### src/rtl/ex_mul_iter.sv
// ex_mul_iter: iterative shift-add multiplier for the second execute stage.
// Carries the writeback tag (RW, DA) alongside the operation and produces a
// 2*WIDTH product with a busy/done handshake, flush abort and async reset.
// Optional build macro: MUL_EARLY_OUT_EN ends the add phase as soon as the
// remaining multiplier bits are all zero.
module ex_mul_iter #(
    parameter int WIDTH = 32,
    parameter int DA_W  = 5
) (
    input  logic                 clk,
    input  logic                 rst,
    input  logic                 go,
    input  logic                 sgn,
    input  logic                 kill,
    input  logic                 RW,
    input  logic [DA_W-1:0]      DA,
    input  logic [WIDTH-1:0]     multiplicand,
    input  logic [WIDTH-1:0]     multiplier,
    output logic [2*WIDTH-1:0]   product,
    output logic                 done,
    output logic                 busy,
    output logic                 RW_out,
    output logic [DA_W-1:0]      DA_out
);

    localparam int CW = $clog2(WIDTH) + 1;
    localparam logic [WIDTH-1:0]   ONE_W  = WIDTH'(1);
    localparam logic [2*WIDTH-1:0] ONE_2W = (2 * WIDTH)'(1);
    localparam logic [CW-1:0]      LAST   = CW'(WIDTH - 1);

    typedef enum logic [1:0] {IDLE, CALC, FIX, DONE} state_t;

    state_t               state, state_nx;
    logic [2*WIDTH-1:0]   acc;
    logic [2*WIDTH-1:0]   mcand_sh;
    logic [WIDTH-1:0]     mplier;
    logic [CW-1:0]        cnt;
    logic                 neg;
    logic                 rw_l;
    logic [WIDTH-1:0]     mag_a, mag_b;
    logic [2*WIDTH-1:0]   acc_fixed;
    logic                 accept;
    logic                 calc_last;

    // Operand magnitudes, final sign fix-up and end-of-add-phase detection.
    always_comb begin
        mag_a     = (sgn && multiplicand[WIDTH-1]) ? (~multiplicand + ONE_W) : multiplicand;
        mag_b     = (sgn && multiplier[WIDTH-1])   ? (~multiplier + ONE_W)   : multiplier;
        acc_fixed = neg ? (~acc + ONE_2W) : acc;
`ifdef MUL_EARLY_OUT_EN
        calc_last = (cnt == LAST) || ((mplier >> 1) == '0);
`else
        calc_last = (cnt == LAST);
`endif
    end

    // State register.
    always_ff @(posedge clk or posedge rst) begin
        if (rst) state <= IDLE;
        else     state <= state_nx;
    end

    // Next-state and handshake outputs; kill forces IDLE but cannot retract
    // a done that is already being presented.
    always_comb begin
        state_nx = state;
        accept   = 1'b0;
        done     = 1'b0;
        RW_out   = 1'b0;
        busy     = (state != IDLE);
        case (state)
            IDLE: begin
                if (go && !kill) begin
                    accept   = 1'b1;
                    state_nx = CALC;
                end
            end
            CALC: if (calc_last) state_nx = FIX;
            FIX:  state_nx = DONE;
            DONE: begin
                done     = 1'b1;
                RW_out   = rw_l;
                state_nx = IDLE;
            end
            default: state_nx = IDLE;
        endcase
        if (kill) state_nx = IDLE;
    end

    // Datapath: latch at accept, shift-add in CALC, sign fix in FIX.
    // product is loaded only from FIX so an aborted run never disturbs it.
    always_ff @(posedge clk or posedge rst) begin
        if (rst) begin
            acc      <= '0;
            mcand_sh <= '0;
            mplier   <= '0;
            cnt      <= '0;
            neg      <= 1'b0;
            rw_l     <= 1'b0;
            product  <= '0;
            DA_out   <= '0;
        end else if (accept) begin
            acc      <= '0;
            mcand_sh <= {{WIDTH{1'b0}}, mag_a};
            mplier   <= mag_b;
            cnt      <= '0;
            neg      <= sgn & (multiplicand[WIDTH-1] ^ multiplier[WIDTH-1]);
            rw_l     <= RW;
            DA_out   <= DA;
        end else if (!kill) begin
            case (state)
                CALC: begin
                    if (mplier[0]) acc <= acc + mcand_sh;
                    mcand_sh <= mcand_sh << 1;
                    mplier   <= mplier >> 1;
                    cnt      <= cnt + 1'b1;
                end
                FIX: begin
                    acc     <= acc_fixed;
                    product <= acc_fixed;
                end
                default: ;
            endcase
        end
    end

endmodule

### config.mk
export PLATFORM = sky130hd
export DESIGN_NAME = ex_mul_iter
export DESIGN_NICKNAME = d
export VERILOG_FILES = /design/src/rtl/ex_mul_iter.sv
export SDC_FILE = /design/constraint.sdc
export NUM_CORES = 1
export LEC_CHECK = 0
export BUFFER_PORTS_ARGS = -buffer_cell sky130_fd_sc_hd__buf_4
export CORE_ASPECT_RATIO = 0.9
export CORE_MARGIN = 3
export CORE_UTILIZATION = 60
export DETAILED_ROUTE_END_ITERATION = 8
export GPL_ROUTABILITY_DRIVEN = 0
export PLACE_DENSITY = 0.88
export RECOVER_POWER = 50
export SLEW_MARGIN = 20
export SYNTH_ARGS = -nofsm -noshare
export SYNTH_HDL_FRONTEND = slang
export SYNTH_SLANG_ARGS = --single-unit
export TNS_END_PERCENT = 10
### constraint.sdc
create_clock -name clk -period 10.09 [get_ports clk]
set_clock_uncertainty 0.05 [all_clocks]
set_input_delay 2.5225 -clock clk [delete_from_list [all_inputs] [get_ports clk]]
set_output_delay 2.5225 -clock clk [all_outputs]
set_load 0.05 [all_outputs]
==> metrics.yaml <==
floorplan:
  start_util_pct: 62.0
  die-area_um2: 29400
  rows: 56
  die_h_um: 163
  io_pins: 147
  die_w_um: 180
  core-area_um2: 26500
timing:
  period_share_pct: 67.6
  relSlewSlack_pct: -214
  setup_viol: 0
  rsz0062_at_grt: "no"
  worst_pin_slew_ns: 4.71
  hold_viol_final: 0
  fin_hold_ws_ns: 0.428
  slew_viol_final: 272
  fmaxAchievable_mhz: 147
  period_minus_slack_ns: 6.82
  finalSetupTns_ns: 0
hold_path:
  holdPathStages: 2
  worst_hold_path_type: "flop to flop"
  holdPathEnd: "product[45]"
  min_from: "product[45]"
setup_path:
  end_kind: "flop"
  r2r_cells: 6
  reg2reg_to: "mcand_sh[13]"
  cp.required_ns: 10.23
  arrival_ns: 6.96
  reg2reg_slack_ns: 4.67
  r2r_start: "state[0]"
  crit_path_max_fanout: 122
  critical_path_class: "input pin to flop"
  start_kind: "input pin"
clock_network:
  cts.clk_slew.worst_paths_ns: 0.06
  holdBufCountCts: 0
  cts_buffers: 26
  cts_setup_buffers: 0
  cts_resized: 0
  clkLatencyLatePin_ns: 0.54
  clockBufferDepth: 3
  root_buffer: "clkbuf_16"
  cts_tree: "built"
  cts_sinks: 239
  h-tree-depth: 1
cells_and_area:
  multi_input_area_um2: 9870
  final_core_util_pct: 68.9
  layout.area.seq_um2: 5980
  drive_gt1_share_pct: 8.70
  n_fill_cell: 2107
  diodes: 0
  layout.nets: 2243
  postLayoutCellArea_um2: 18200
  syn2layout_area_growth_pct: 11.0
run:
  maxCapViolations: 3
global_route:
  grt_overflow: 0
  grt_pass1_wl_mm: 74.2
  antenna_found_initial: 0
  grt_max_degree: 123
  grt_pass1_vias: 14600
  grt_use_total_pct: 30.3
placement:
  io_buffers: 146
  dpl-instance-area_um2: 17700
  hpwlAfterDp_mm: 33.1
logic_synthesis:
  synth_area_leader_cell: "dfrtp_1"
  syn_area_um2: 16400
  syn_avg_cell_area_um2: 8.11
  ys.flop_type: "dfrtp_1"
  ys_top_cells_by_area: "dfrtp_1 36%, nand2_1 8.6%, o21ai_0 5.9%"
  yosys-top-cells-count: "376 x nand2_1, 239 x dfrtp_1, 194 x o21ai_0"
  netlist_instances: 2026
  synth-edff-count: 0
  ys_ff_latch: 239
  async_flop_share_pct: 100
  synth_top_area_share_pct: 36.4
  ys_seq_area_share_pct: 36.4
  yosysMostFrequentCell: "nand2_1"
  ys_warn_count: 0
  syn-num-nets: 2173
  synth_cell_types: 73
detailed_routing:
  drc: 0
  vias_per_cell: 6.42
  totalWireLength_mm: 45.8
  drtAntennaViolNets: 0
  dr.pass1.iters: 7
  first_iter_violations: 1821
  wl_per_cell_um: 18.6
  vias: 15800
power:
  cellLeakagePower_nw: 8.03
  pwr_density_cell_nw_per_um2: 334
  max-vdd-ir-drop_uv: 182
run_status:
  status: "complete, but fails checks"
  violations: "max-capacitance violations, max-slew violations"
==> placed cells by master, fill, tap and decap left out, types with 5 or more instances in the layout <==
| cell | instances |
|---|---|
| o41ai_1 | 17 |
| inv_1 | 40 |
| a22oi_1 | 12 |
| a21o_1 | 33 |
| o21ai_0 | 194 |
| clkbuf_16 | 27 |
| or4_1 | 18 |
| ha_1 | 70 |
| nand3_1 | 24 |
| and2_1 | 9 |
| nand2_1 | 375 |
| nor2_1 | 147 |
| a21oi_1 | 170 |
| o31ai_1 | 29 |
| mux2i_1 | 5 |
| a31oi_1 | 62 |
| clkbuf_1 | 72 |
| dfrtp_1 | 238 |
| nand2b_1 | 8 |
| xnor2_1 | 78 |
| o211ai_1 | 5 |
| or2_2 | 5 |
| o21ai_1 | 11 |
| mux2_2 | 14 |
| o221ai_1 | 8 |
| a22o_1 | 16 |
| nor2b_1 | 5 |
| o22ai_1 | 10 |
| nand3b_1 | 8 |
| nor3_1 | 28 |
| o21a_1 | 10 |
| and3_1 | 12 |
| nand4_1 | 22 |
| or3_1 | 18 |
| o31a_1 | 7 |
| buf_4 | 94 |
| o21bai_1 | 15 |
| xor2_1 | 100 |
| clkbuf_8 | 7 |
| nor4_1 | 15 |
==> flip-flops by register name, indices dropped and copies added, names as in the netlist <==
register,count
state,2
DA_out,5
rw_l,1
mplier,32
mcand_sh,64
acc,64
cnt,6
product,64
neg,1
==> worst max-delay path: stages <==
cell and delay [ns]:
clkbuf_1 0.11, nand2_1 0.18, or2_0 0.25, clkbuf_1 3.30
o21ai_0 0.53
==> per-stage QoR <==
step	setup slack [ns]	cells	total power [mW]
3_5_place_dp	4.59	2416	5.13
3_3_place_gp	4.69	2416	4.97
4_1_cts	5.14	2463	6.08
2_1_floorplan	0.958	2026	4.16
5_1_grt	2.64	2463	6.49
6_report	3.27	2463	6.09
==> metal layers <==
| metal | GRT usage, % | part of all wire [%] |
|---|---|---|
| met5 | 0 | 0 |
| met4 | 7.64 | 2.3 |
| met3 | 8.08 | 13 |
| met2 | 44.5 | 42 |
| met1 | 44.7 | 43 |
==> where the power goes <==
part,leakage (nW),internal (mW),total [mW],switching [mW]
Combinational,4.56,1.14,3.40,2.26
Clock,0.411,0.541,0.935,0.394
Sequential,3.06,1.32,1.76,0.435
Total,8.03,3.00,6.09,3.09
==> cell type report <==
cell class	count	area share, %
flip-flops and latches	239	32.8
multi-input cells	1627	54.1
repair buffers	161	5.27
inverters	41	0.851
clock buffers	40	4.36
clock inverters	7	0.240
well taps	348	2.39
==> cells by family after synthesis <==
group | share of synthesized area [%]
AOI/OAI and AO/OA | 24.1
xor gates and xnor gates | 9.49
adders and majority gates | 5.53
buffers and inverters | 3.66
DFF | 36.4
muxes | 1.26
and+or+nand+nor | 19.5
==> worst max-delay path by stage <==
stage	from	endpoint	slack [ns]	cells after the start
final	go	mcand_sh[13]	3.27	5
after CTS	multiplicand[3]	mcand_sh[29]	5.14	11
after global routing	go	mcand_sh[13]	2.64	5
after floorplan	rst	DA_out[0]	0.96	1
after global placement	multiplicand[3]	mcand_sh[29]	4.69	11
after detailed placement	multiplicand[3]	mcand_sh[29]	4.59	11
Note: power is estimated with default switching activity, not from simulation.
